<file path="config.mk">
export PLATFORM = sky130hd
export DESIGN_NAME = if_fetch_unit
export DESIGN_NICKNAME = d
export VERILOG_FILES = /design/src/rtl/if_fetch_unit.sv
export SDC_FILE = /design/constraint.sdc
export NUM_CORES = 1
export LEC_CHECK = 0
export ABC_AREA = 1
export BUFFER_PORTS_ARGS = -buffer_cell sky130_fd_sc_hd__buf_2
export CAP_MARGIN = 20
export CORE_UTILIZATION = 35
export CTS_CLUSTER_SIZE = 28
export DETAILED_ROUTE_END_ITERATION = 7
export PLACE_DENSITY = 0.58
export SYNTH_ARGS = -nofsm -noshare
export SYNTH_HDL_FRONTEND = slang
export SYNTH_SLANG_ARGS = --single-unit
</file>
<file path="constraint.sdc">
create_clock -name clk -period 10.2 [get_ports clk]
set_clock_uncertainty 0.15 [all_clocks]
set_input_delay 0.51 -clock clk [delete_from_list [all_inputs] [get_ports clk]]
set_output_delay 0.51 -clock clk [all_outputs]
set_load 0.005 [all_outputs]
</file>
<file path="src/rtl/if_fetch_unit.sv">
// Instruction-fetch front end: owns the PC, drives a 1-cycle-latency instruction SRAM,
// and delivers (pc, instr, valid) to IF/ID with stall, redirect and a 1-entry skid buffer.
module if_fetch_unit #(
  parameter logic [31:0] RESET_PC = 32'h0000_0000,
  parameter int          ADDR_W   = 14
) (
  input  logic              clk,
  input  logic              rst,
  input  logic              stall,
  input  logic              redirect,
  input  logic [31:0]       redirect_pc,
  output logic              im_cs,
  output logic              im_oe,
  output logic [ADDR_W-1:0] im_addr,
  input  logic [31:0]       im_dout,
  output logic [31:0]       pc_out,
  output logic [31:0]       instr_out,
  output logic              instr_valid
);

  logic [31:0] r_pc;
  logic        r_inflight_v;
  logic [31:0] r_inflight_pc;
  logic        r_skid_v;
  logic [31:0] r_skid_pc;
  logic [31:0] r_skid_instr;
  logic [31:0] r_pc_out;
  logic [31:0] r_instr_out;
  logic        r_instr_valid;

  logic        w_issue;
  logic [31:0] w_pc_next;
  logic        w_inflight_v_next;
  logic [31:0] w_inflight_pc_next;
  logic        w_skid_v_next;
  logic [31:0] w_skid_pc_next;
  logic [31:0] w_skid_instr_next;
  logic [31:0] w_pc_out_next;
  logic [31:0] w_instr_out_next;
  logic        w_instr_valid_next;

  // A pending skid entry never blocks issue: it drains in the same cycle the new fetch goes out.
  assign w_issue = !rst && !stall && !redirect;
  assign im_cs   = w_issue;
  assign im_oe   = w_issue;
  assign im_addr = r_pc[ADDR_W+1:2];

  assign pc_out      = r_pc_out;
  assign instr_out   = r_instr_out;
  assign instr_valid = r_instr_valid;

  always_comb begin
    w_pc_next          = r_pc;
    w_inflight_v_next  = w_issue;
    w_inflight_pc_next = w_issue ? r_pc : r_inflight_pc;
    w_skid_v_next      = r_skid_v;
    w_skid_pc_next     = r_skid_pc;
    w_skid_instr_next  = r_skid_instr;
    w_pc_out_next      = r_pc_out;
    w_instr_out_next   = r_instr_out;
    w_instr_valid_next = r_instr_valid;

    if (redirect) begin
      w_pc_next          = {redirect_pc[31:2], 2'b00};
      w_inflight_v_next  = 1'b0;
      w_skid_v_next      = 1'b0;
      w_pc_out_next      = 32'h0;
      w_instr_out_next   = 32'h0;
      w_instr_valid_next = 1'b0;
    end else if (stall) begin
      // Output holds; the one response that can be outstanding is parked in the skid.
      if (r_inflight_v) begin
        w_skid_v_next     = 1'b1;
        w_skid_pc_next    = r_inflight_pc;
        w_skid_instr_next = im_dout;
      end
    end else if (r_skid_v) begin
      w_skid_v_next      = 1'b0;
      w_pc_out_next      = r_skid_pc;
      w_instr_out_next   = r_skid_instr;
      w_instr_valid_next = 1'b1;
    end else if (r_inflight_v) begin
      w_pc_out_next      = r_inflight_pc;
      w_instr_out_next   = im_dout;
      w_instr_valid_next = 1'b1;
    end else begin
      w_pc_out_next      = 32'h0;
      w_instr_out_next   = 32'h0;
      w_instr_valid_next = 1'b0;
    end

    if (w_issue) begin
      w_pc_next = r_pc + 32'd4;
    end
  end

  always_ff @(posedge clk or posedge rst) begin
    if (rst) begin
      r_pc          <= RESET_PC;
      r_inflight_v  <= 1'b0;
      r_inflight_pc <= 32'h0;
      r_skid_v      <= 1'b0;
      r_skid_pc     <= 32'h0;
      r_skid_instr  <= 32'h0;
      r_pc_out      <= 32'h0;
      r_instr_out   <= 32'h0;
      r_instr_valid <= 1'b0;
    end else begin
      r_pc          <= w_pc_next;
      r_inflight_v  <= w_inflight_v_next;
      r_inflight_pc <= w_inflight_pc_next;
      r_skid_v      <= w_skid_v_next;
      r_skid_pc     <= w_skid_pc_next;
      r_skid_instr  <= w_skid_instr_next;
      r_pc_out      <= w_pc_out_next;
      r_instr_out   <= w_instr_out_next;
      r_instr_valid <= w_instr_valid_next;
    end
  end

endmodule

</file>
Word level (Yosys, flattened, before mapping):

Index checks and enable logic that the tools add are counted.

* register bits after elaboration: 195
* bits of input ports: 68
* output and inout port bits: 81
* word-level logic and storage cells: 38

* add/sub/neg operators: 1
* eq/ne operators: 2
* muxes and demuxes: 18
* bitwise operators: 1
* reduce and logical (&&, ||, !) cells: 7

Operators by type and width (count)
* $mux W32: 10
* $add A32 B3 Y32 const B: 1
* $mux W1: 8
* $logic_not A1 Y1: 3
* $ne A3 B1 Y1 const B: 1
* $reduce_and A3 Y1: 1
* $logic_and A1 B1 Y1: 2
* $ne A2 B1 Y1 const B: 1
* $reduce_bool A2 Y1: 1
* $not A1 Y1: 1

Depth between registers and ports, before layout:

* depth in word-level cells: 4
* gate-level depth with buffers: 10
* mapped depth without buffers: 9

Least setup slack after synthesis:

OpenSTA, ideal clock, no wires.

* path type: input -> output
* start point: input port redirect
* end point: output port im_oe
* data arrival time: 1320 ps
* required time: 9540 ps
* slack: 8220 ps
* stages: 6
* path buffers: 3
* cell sequence: buf_4 -> inv_2 -> nand2_1 -> inv_2 -> clkbuf_1 -> buf_4

* word-level cells in the longest chain between the ends: 2

Ends and longest elaborated chain
* start, declared: RTL line 10 `input logic redirect,`
* $logic_not A1 Y1: RTL line 43 `assign w_issue = !rst && !stall && !redirect;`
* $logic_and A1 B1 Y1: RTL line 43
* end, declared: RTL line 13 `output logic im_oe,`

Every way passes these cells.

Final worst setup path:

* start point: input port redirect
* end point: output port im_cs

* word-level cells in the longest chain between the ends: 2

Ends and longest elaborated chain
* $logic_not A1 Y1: RTL line 43
* $logic_and A1 B1 Y1: RTL line 43
* end, declared: RTL line 12 `output logic im_cs,`

Every way passes these cells.

==> impl_metrics.json <==
{
  "cts_buffer_depth": 2,
  "area_delta_synth_final_pct": 16.73,
  "yosysUniqueCellTypes": 29,
  "hold_viol_final": 0,
  "fin_setup_tns_ns": 0,
  "grt_usage": 0.1800,
  "cts.hold.buffers_added": 0,
  "cp_max_fo": 34,
  "ys_ff_latch": 188,
  "htreeDepth": 4,
  "powerDensity_mw_per_mm2": 176.6,
  "finalSetupViolCount": 0,
  "p_sw_uw": 490.4,
  "synth_area_leaders": "dfrtp_1 (56%), nand2_1 (8.7%), o21ai_0 (6.1%)",
  "r2r_start": "r_inflight_v",
  "postCtsSetupRepairBufs": 0,
  "clk_latency_ns": 0.43,
  "globalplace.congestion": 0.8347,
  "ctsResizeCount": 0,
  "crit_type": "input pin to primary output",
  "die_h_microns": 157.2,
  "grt_first_pass_wirelength_microns": 34340,
  "ant_nets": 0,
  "cts_root_buffer": "clkbuf_16",
  "p_int_mw": 1.248,
  "first_iter_violations": 421,
  "combinationalPowerShare": 0.113,
  "cts.clk_slew.worst_paths_ns": 0.07,
  "worstPathRequired_ns": 9.54,
  "max-slew-margin-rel": 0.4655,
  "port_buffers": 146,
  "arrival_ns": 2.07,
  "synth_area_leader_cell": "dfrtp_1",
  "cts_made_buffers": 17,
  "finalWirelength_microns": 21230,
  "antennaDiodeCount": 0,
  "layout-drive-gt1-share": 0.2140,
  "finalCritPeriodShare": 0.2672,
  "reg2reg_depth": 5,
  "grt_max_degree": 110,
  "die_w_microns": 157.2,
  "p_seq_frac": 0.522,
  "wire_per_inst_microns": 15.76,
  "ff2ff_setup_slack_ns": 7.97,
  "yosysMostFrequentCell": "nand2_1",
  "hold_path.class": "input pin to async pin",
  "cts_tree": "built",
  "overflow": 0,
  "dr.pass1.iters": 5,
  "ys_top_cells_by_count": "nand2_1 (196), dfrtp_1 (188), o21ai_0 (103), nor2_1 (90), a22oi_1 (65)",
  "yosys.area.top_type_share": 0.5578,
  "remaining_drc_errors": 0,
  "yosysSeqAreaShare": 0.5578,
  "syn_area_sq_mm": 0.008434,
  "slew_violations": 0,
  "min_period_ns": 2.725,
  "finalNetCount": 1084,
  "placedInstanceArea_sq_mm": 0.009261,
  "worst_hold_slack_ns": 0.07415,
  "leakagePower_nw": 4.674,
  "worst_r2r_endpoint": "pc_out[31]",
  "synth_edf_count": 0,
  "synthArstFlopShare": 1.000,
  "clockPowerShare": 0.366,
  "worst-slew-pin-transition_ns": 0.7998,
  "cp-end-kind": "primary output",
  "dp_hpwl_microns": 13490,
  "clock-sinks": 188,
  "die_area_sq_mm": 0.02472,
  "stdcell_area_sq_mm": 0.009846,
  "rows": 56,
  "syn_avg_cell_area_sq_um": 9.269,
  "fmax_ghz": 0.3670,
  "synth_cells": 910,
  "via_per_inst": 4.867,
  "switching_share": 0.2820,
  "rsz0062_at_grt": "false",
  "cp-start-kind": "input pin",
  "grt_pass1_vias": 6300,
  "start_util": 0.3583,
  "status": "complete, no violations",
  "ios": 149,
  "synth_ff_type": "dfrtp_1",
  "antenna_found_initial": 0,
  "max-vdd-ir-drop_v": 0.00007882,
  "core_sq_mm": 0.02354,
  "syn_nets": 979,
  "routed-via-count": 6556,
  "fin_util": 0.4182,
  "cap_violations": 0,
  "ys_warn_count": 0
}
[cell usage in the layout (no fill, tap or decap), types with 2 or more instances in the layout]
cell        instances
a21oi_1            21
a31oi_1             2
inv_8               4
o21ai_0           103
nor2_2              8
dfrtp_1           187
nand4_1             4
nor3_1              2
buf_2             146
o21ai_1            18
buf_4               7
mux2_1             28
nand2_2             3
nor2_4              4
nor2_1             89
inv_1              51
o211ai_1            7
inv_6               4
clkinvlp_4          3
mux2_2             13
inv_2               3
nand2_1           193
a22oi_1            65
nand3_1            32
clkinv_4            4
clkbuf_16          17
[registers in the layout, summed over array words and instances, names as in the netlist]
signal         cells
instr_valid        1
pc_out            31
r_pc              30
r_skid_pc         30
r_inflight_pc     30
instr_out         32
r_inflight_v       1
r_skid_instr      32
r_skid_v           1
[metal layers]
metal  wire (microns)  track usage
met3             1072      0.03414
met4              160      0.04022
met2             9595       0.2811
met1            10400       0.2577
met5                0            0
[cells by family after synthesis]
family          share of synthesized area
fa+ha+maj                        0.001483
simple gates                       0.1613
flops                              0.5578
mux                               0.05474
xor+xnor                         0.001039
buf+inv                           0.07061
compound gates                     0.1531
[through the flow]
step | total power, mW | instances | setup WS, ns
floorplan | 1.051 | 910 | 4.426
global placement | 1.109 | 1314 | 7.123
detailed placement | 1.119 | 1314 | 7.084
CTS | 1.762 | 1346 | 7.430
global route | 1.836 | 1347 | 7.308
finish | 1.739 | 1347 | 7.475
[power groups by stage]
stage	clock [mW]	combinational, mW	sequential [mW]
after floorplan	0	0.146	0.905
after global placement	0	0.193	0.916
after detailed placement	0	0.198	0.921
after CTS	0.657	0.199	0.906
after global routing	0.689	0.227	0.920
final	0.636	0.196	0.907
[worst max path at each step]
stage | slack (ns) | from | to
floorplan | 4.43 | rst | instr_out[0]
global placement | 7.12 | redirect | r_skid_instr[27]
detailed placement | 7.08 | redirect | r_skid_instr[23]
CTS | 7.43 | redirect | im_cs
global route | 7.31 | redirect | im_oe
finish | 7.47 | redirect | im_cs
[cell type report]
type / count / area, sq um
tap: 319 / 399.1
fill: 2409 / 13700
inverter: 55 / 214.0
clock inverter: 15 / 131.4
sequential: 188 / 4706
multi-input combinational: 599 / 3159
timing repair buffer: 154 / 810.8
clock buffer: 17 / 425.4
[critical path, stage by stage]
cell,delay [ns]
buf_2,0.23
inv_2,0.47
nand2_2,0.12
inv_2,0.49
buf_2,0.22
Note: power is estimated with default switching activity, not from simulation.
